$ cat src/rtl/cla_multiword_seq.sv
// Multi-word add/subtract sequencer driving one external W-bit CLA adder, least-significant word first.
// Optional zero/overflow result flags are enabled by defining CLA_SEQ_FLAGS_EN.
module cla_multiword_seq #(
  parameter int WORDS = 4,
  parameter int W     = 16
) (
  input  logic                 clk,
  input  logic                 rst,
  input  logic                 in_valid,
  output logic                 in_ready,
  input  logic [W*WORDS-1:0]   op_a,
  input  logic [W*WORDS-1:0]   op_b,
  input  logic                 op_sub,
  output logic [W-1:0]         add_a,
  output logic [W-1:0]         add_b,
  output logic                 add_cin,
  input  logic [W-1:0]         add_sum,
  input  logic                 add_cout,
  output logic [W*WORDS-1:0]   res,
  output logic                 res_cout,
  output logic                 res_valid,
  input  logic                 res_ready
`ifdef CLA_SEQ_FLAGS_EN
  ,
  output logic                 res_zero,
  output logic                 res_ovf
`endif
);

  localparam int NB = W * WORDS;
  localparam int IW = (WORDS > 1) ? $clog2(WORDS) : 1;
  localparam logic [IW-1:0] LAST = IW'(WORDS - 1);

  typedef enum logic [1:0] {
    IDLE = 2'd0,
    RUN  = 2'd1,
    DONE = 2'd2
  } state_t;

  state_t          r_state;
  state_t          w_next;
  logic [NB-1:0]   r_a;
  logic [NB-1:0]   r_b;
  logic [NB-1:0]   r_res;
  logic            r_sub;
  logic            r_carry;
  logic            r_res_cout;
  logic [IW-1:0]   r_idx;

  // state register
  always_ff @(posedge clk or posedge rst) begin
    if (rst) begin
      r_state <= IDLE;
    end else begin
      r_state <= w_next;
    end
  end

  // next-state decode and adder/handshake drive
  always_comb begin
    w_next    = r_state;
    in_ready  = 1'b0;
    res_valid = 1'b0;
    add_a     = {W{1'b0}};
    add_b     = {W{1'b0}};
    add_cin   = 1'b0;
    case (r_state)
      IDLE: begin
        in_ready = 1'b1;
        if (in_valid) w_next = RUN;
        else          w_next = IDLE;
      end
      RUN: begin
        // subtract is A + ~B + 1: B is inverted here and the +1 enters as the first carry
        add_a   = r_a[r_idx*W +: W];
        add_b   = r_b[r_idx*W +: W] ^ {W{r_sub}};
        add_cin = r_carry;
        if (r_idx == LAST) w_next = DONE;
        else               w_next = RUN;
      end
      DONE: begin
        res_valid = 1'b1;
        if (res_ready) w_next = IDLE;
        else           w_next = DONE;
      end
      default: begin
        w_next = IDLE;
      end
    endcase
  end

  // operand latch, word index, carry chain and result collection
  always_ff @(posedge clk or posedge rst) begin
    if (rst) begin
      r_a        <= {NB{1'b0}};
      r_b        <= {NB{1'b0}};
      r_res      <= {NB{1'b0}};
      r_sub      <= 1'b0;
      r_carry    <= 1'b0;
      r_res_cout <= 1'b0;
      r_idx      <= {IW{1'b0}};
    end else begin
      case (r_state)
        IDLE: begin
          if (in_valid) begin
            r_a     <= op_a;
            r_b     <= op_b;
            r_sub   <= op_sub;
            r_carry <= op_sub;
            r_idx   <= {IW{1'b0}};
          end
        end
        RUN: begin
          r_res[r_idx*W +: W] <= add_sum;
          r_carry             <= add_cout;
          r_idx               <= r_idx + IW'(1);
          if (r_idx == LAST) r_res_cout <= add_cout;
        end
        default: begin
        end
      endcase
    end
  end

  assign res      = r_res;
  assign res_cout = r_res_cout;

`ifdef CLA_SEQ_FLAGS_EN
  logic          r_zero;
  logic          r_ovf;
  logic [NB-1:0] w_res_next;

  // full result as it will look once the current word is written
  always_comb begin
    w_res_next = r_res;
    w_res_next[r_idx*W +: W] = add_sum;
  end

  // flags are captured together with the final word
  always_ff @(posedge clk or posedge rst) begin
    if (rst) begin
      r_zero <= 1'b0;
      r_ovf  <= 1'b0;
    end else if ((r_state == RUN) && (r_idx == LAST)) begin
      r_zero <= (w_res_next == {NB{1'b0}});
      r_ovf  <= (r_a[NB-1] == (r_b[NB-1] ^ r_sub)) && (add_sum[W-1] != r_a[NB-1]);
    end else begin
      r_zero <= r_zero;
      r_ovf  <= r_ovf;
    end
  end

  assign res_zero = r_zero;
  assign res_ovf  = r_ovf;
`endif

endmodule

$ cat config.mk
export PLATFORM = sky130hd
export DESIGN_NAME = cla_multiword_seq
export DESIGN_NICKNAME = d
export VERILOG_FILES = /design/src/rtl/cla_multiword_seq.sv
export SDC_FILE = /design/constraint.sdc
export NUM_CORES = 1
export LEC_CHECK = 0
export CAP_MARGIN = 40
export CORE_AREA = 2 2 133 135
export DETAILED_ROUTE_END_ITERATION = 12
export DIE_AREA = 0 0 135 137
export PLACE_DENSITY = 0.86
export SLEW_MARGIN = 20
export SYNTH_ARGS = -nofsm -noshare
export SYNTH_HDL_FRONTEND = slang
export SYNTH_SLANG_ARGS = --single-unit
$ cat constraint.sdc
create_clock -name clk -period 18.75 [get_ports clk]
set_input_delay 1.875 -clock clk [delete_from_list [all_inputs] [get_ports clk]]
set_output_delay 1.875 -clock clk [all_outputs]
set_load 0.05 [all_outputs]
* Word-level counts from Yosys, hierarchy flattened
Index checks and enable logic that the tools add are counted.
** Operators by class
- Equal/unequal tests :: 4
- Add/sub/neg operators :: 2
- Reductions and logical operators :: 5
- Shift operators :: 4
- Bitwise gates (word level) :: 1
- Mux-type cells :: 14
** Operators with widths (number)
- 64-bit by 7-bit variable part select with 16-bit output :: 2
- 64-bit bitwise mux :: 1
- 16-bit by 34-bit variable shift with 64-bit output (first input constant) :: 1
- 16-bit by 34-bit variable part select with 64-bit output :: 1
- 6-bit negator with 34-bit output :: 1
- 16-bit 2-to-1 mux :: 2
- 16-bit XOR :: 1
- 2-bit 2-to-1 mux :: 3
- 2-bit case mux with 3 select lines :: 1
- 2-bit AND reduction :: 3
- 1-bit 2-to-1 mux :: 5
- 2-bit equality test (second input constant) :: 2
- 2-bit case mux with 2 select lines :: 1
- 2-bit by 1-bit adder with 2-bit output (second input constant) :: 1
- 2-bit by 1-bit equality test with 1-bit output (second input constant) :: 1
- 2-bit zero test :: 1
- 2-bit != test (second input constant) :: 1
- 1-bit case mux with 2 select lines :: 1
- 2-bit nonzero test :: 1
** Word-level totals
- Output and inout port bits :: 100
- Input bits :: 150
- Register bits :: 199
- Logic and storage cells :: 38

* Depth between registers and ports, before layout
- Depth after elaboration :: 3
- Gate-level depth with buffers :: 9
- Mapped depth without buffers :: 5

* Least setup slack after synthesis
No wires, ideal clock.
- Path kind :: register -> output
- Start :: reg r_idx[0]
- End :: out add_b[10]
- Data arrival time :: 1.932 ns
- Path buffers :: 1
- Cell stages (with the launch flop) :: 5
- Required time :: 16.875 ns
- Slack :: 14.943 ns
- Path through :: dfrtp_1 buf_4 mux4_2 xnor2_1 nor2_1
** On the way
- Word-level cells in the longest chain between the ends :: 3
** Ends and longest elaborated chain
- start, declared :: RTL line 48 : logic [IW-1:0] r_idx;
- start signal, assigned :: RTL line 101 : r_idx <= {IW{1'b0}};
- start signal, assigned :: RTL line 110 : r_idx <= {IW{1'b0}};
- start signal, assigned :: RTL line 116 : r_idx <= r_idx + IW'(1);
- 64-bit by 7-bit variable part select with 16-bit output :: RTL line 76 : add_b = r_b[r_idx*W +: W] ^ {W{r_sub}};
- 16-bit XOR :: RTL line 76
- 16-bit 2-to-1 mux :: RTL line 67 : case (r_state)
- end, declared :: RTL line 15 : output logic [W-1:0] add_b,
Every way passes these cells.

* Worst setup path in the final report
- Start :: reg r_idx[0]
- End :: out add_b[3]
Same word-level chain as after synthesis.

==> results.json <==
{
  "p_leak_nw": 5.65,
  "worstPathArrival_ns": 3.35,
  "clkPwrFrac_pct": 14.4,
  "synthesis.area_sq_um": 8780,
  "hpwlAfterDp_mm": 16.1,
  "gp_congestion": 0.793,
  "cts_buffers": 17,
  "syn_inst": 873,
  "outcome": "complete, no violations",
  "routed_via_density": 5.25,
  "fin_crit_sh_pct": 27.9,
  "ys_warn_count": 0,
  "dr.pass1.iters": 4,
  "synth-edff-count": 0,
  "wl_mm": 23.1,
  "fin_crit_ns": 5.23,
  "synth.distinct_cells": 29,
  "async_flop_share_pct": 100,
  "hold_viol": 0,
  "die_w_microns": 135,
  "antenna_found_initial": 3,
  "ys_ff_latch": 199,
  "ant_nets": 0,
  "rows": 48,
  "insertion_delay_ns": 0.43,
  "synth_top_area_share_pct": 56.7,
  "setup_tns_ns": 0,
  "cts_sinks": 199,
  "grt_pass1_wl_mm": 36.6,
  "slew_violations": 0,
  "maxSlewHeadroom_pct": 48.4,
  "startpoint_type": "flip-flop",
  "worstPathRequired_ns": 16.88,
  "fmax_mhz": 191,
  "vias": 7051,
  "root_buffer": "clkbuf_16",
  "hold_path.class": "reg -> reg",
  "maxCapViolations": 0,
  "synth_nets": 1028,
  "layout.nets": 1257,
  "core_area_sq_um": 17100,
  "cts-resized-gates": 0,
  "grt_max_degree": 102,
  "grtUsageTotal_pct": 25.8,
  "power_frac_seq_pct": 30.6,
  "final_cell_mix": "nand2_1 (440), clkdlybuf4s50_1 (249), dfrtp_1 (197)",
  "ys_seq_area_share_pct": 56.7,
  "power_frac_comb_pct": 55.0,
  "synth_area_leaders": "dfrtp_1 (57%), nand2_1 (19%), mux4_2 (8.2%), a22o_1 (4.0%), buf_6 (1.8%)",
  "p_int_mw": 1.35,
  "postCtsSetupBuffers": 0,
  "switching_share_pct": 46.7,
  "grt.overflow.total": 0,
  "start_util_pct": 51.5,
  "fp.dieH_microns": 137,
  "critPathKind": "reg -> out",
  "clkTransAtPathRegs_ns": 0.08,
  "area_growth_pct": 37.3,
  "cts_buffer_depth": 2,
  "holdBufCountCts": 0,
  "rsz0062_at_grt": "false",
  "dr.first_iter.drc_count": 466,
  "worstMarginPinSlew_ns": 0.772,
  "io_buffers": 249,
  "final_common_cell": "nand2_1",
  "hold_ws_ns": 0.475,
  "setup_viol_count_final": 0,
  "endpoint_kind": "output port",
  "vdd_ir_drop_max_mv": 0.106,
  "num-fill-cells": 1271,
  "p_per_area_nw_per_um2": 209,
  "fin_skew_ns": 0.00966,
  "ios": 250,
  "yosys.area.top_type": "dfrtp_1",
  "synth_flop_cell": "dfrtp_1",
  "grt_pass1_vias": 7171,
  "critPathMaxFanout": 27,
  "synth_area_per_cell_sq_um": 10.1,
  "p_sw_mw": 1.18,
  "htree_levels": 4,
  "wl_per_cell_microns": 17.2,
  "drc": 0,
  "drive_above_1_share_pct": 8.34,
  "die_area_sq_um": 18500,
  "cts_tree": "built"
}
[through the flow]
stage	cells	total power [mW]	utilization, %	setup slack [ns]	area, sq um
after floorplan	873	1.73	-	11.45	8780
after global placement	1297	2.10	66.1	13.91	11300
after detailed placement	1305	2.16	66.8	13.93	11400
after CTS	1337	2.53	70.2	13.46	12000
after global routing	1341	2.66	70.7	13.30	12100
final	1342	2.52	70.7	13.52	12100
[synth_stat cells, types with 2 or more instances]
cell type  instances
o21ai_0           26
and2_1            17
xnor2_1           16
buf_2             20
a22o_1            40
clkbuf_1          20
ha_1               5
nor2_1            17
nand3_1            3
mux4_2            32
nand2_1          440
dfrtp_1          199
nand3b_1           2
inv_1              4
buf_6             14
buf_4              2
nor4_4             2
nand2b_1           3
[kinds of logic after synthesis]
group	Yosys count	share of synthesized area, %
AOI/OAI and AO/OA	68	5.61
xor gates and xnor gates	16	1.60
muxes	33	8.33
buffers and inverters	60	4.13
DFF	199	56.7
adders and majority gates	5	0.712
and+or+nand+nor	492	22.9
[worst max-delay path, cell delays in order (launching register included)]
cell and delay, ns:
dfrtp_2 0.74, buf_4 0.54, mux4_2 0.58, xnor2_1 0.13
nor2_1 0.08, clkdlybuf4s50_1 0.83
[sequential cells by signal, indices dropped and copies added (netlist names)]
signal and flops:
r_b 64, r_state 2, res 64, r_a 64, r_idx 2, res_cout 1
r_carry 1, r_sub 1
[routing by layer]
| layer | global-route usage [%] | vias to the layer above | wire length [microns] |
|---|---|---|---|
| met5 | 0 | - | 0 |
| met4 | 10.1 | 0 | 544 |
| met3 | 7.07 | 41 | 1620 |
| met2 | 43.5 | 252 | 11600 |
| met1 | 32.0 | 3468 | 9330 |
| li1 | - | 3290 | - |
[power groups by stage]
stage / registers [mW] / clock network (mW) / logic [mW]
finish: 0.773 / 0.363 / 1.39
global route: 0.796 / 0.386 / 1.48
CTS: 0.781 / 0.369 / 1.38
detailed placement: 0.786 / 0 / 1.38
global placement: 0.779 / 0 / 1.32
floorplan: 0.951 / 0 / 0.780
[final timing paths]
kind                                 startpoint              endpoint  slack (ns)  depth (start not counted)
setup / recovery           r_idx[0]$_DFFE_PP0P_              add_b[3]       13.52                          5
hold / removal              r_a[47]$_DFFE_PP0P_   r_a[47]$_DFFE_PP0P_        0.47                          2
hold reg to reg             r_a[47]$_DFFE_PP0P_   r_a[47]$_DFFE_PP0P_        0.47                          2
max in group asynchronous                   rst  r_idx[1]$_DFFE_PP0P_       15.60                          5
min in group asynchronous                   rst   res[10]$_DFFE_PP0P_        1.80                          2
setup reg to reg           r_idx[0]$_DFFE_PP0P_   res[35]$_DFFE_PP0P_       15.67                          7
[area by class of cell]
cell class                 count  area (sq um)  area share, %
timing repair buffer         266          2730           22.6
sequential                   199          4980           41.3
tap                          225           282           2.33
inverter                       4          22.5          0.187
multi-input combinational    614          3450           28.6
clock inverter                14           148           1.22
clock buffer                  18           439           3.64
antenna                        2          5.00         0.0415
(Power assumes the default switching activity.)
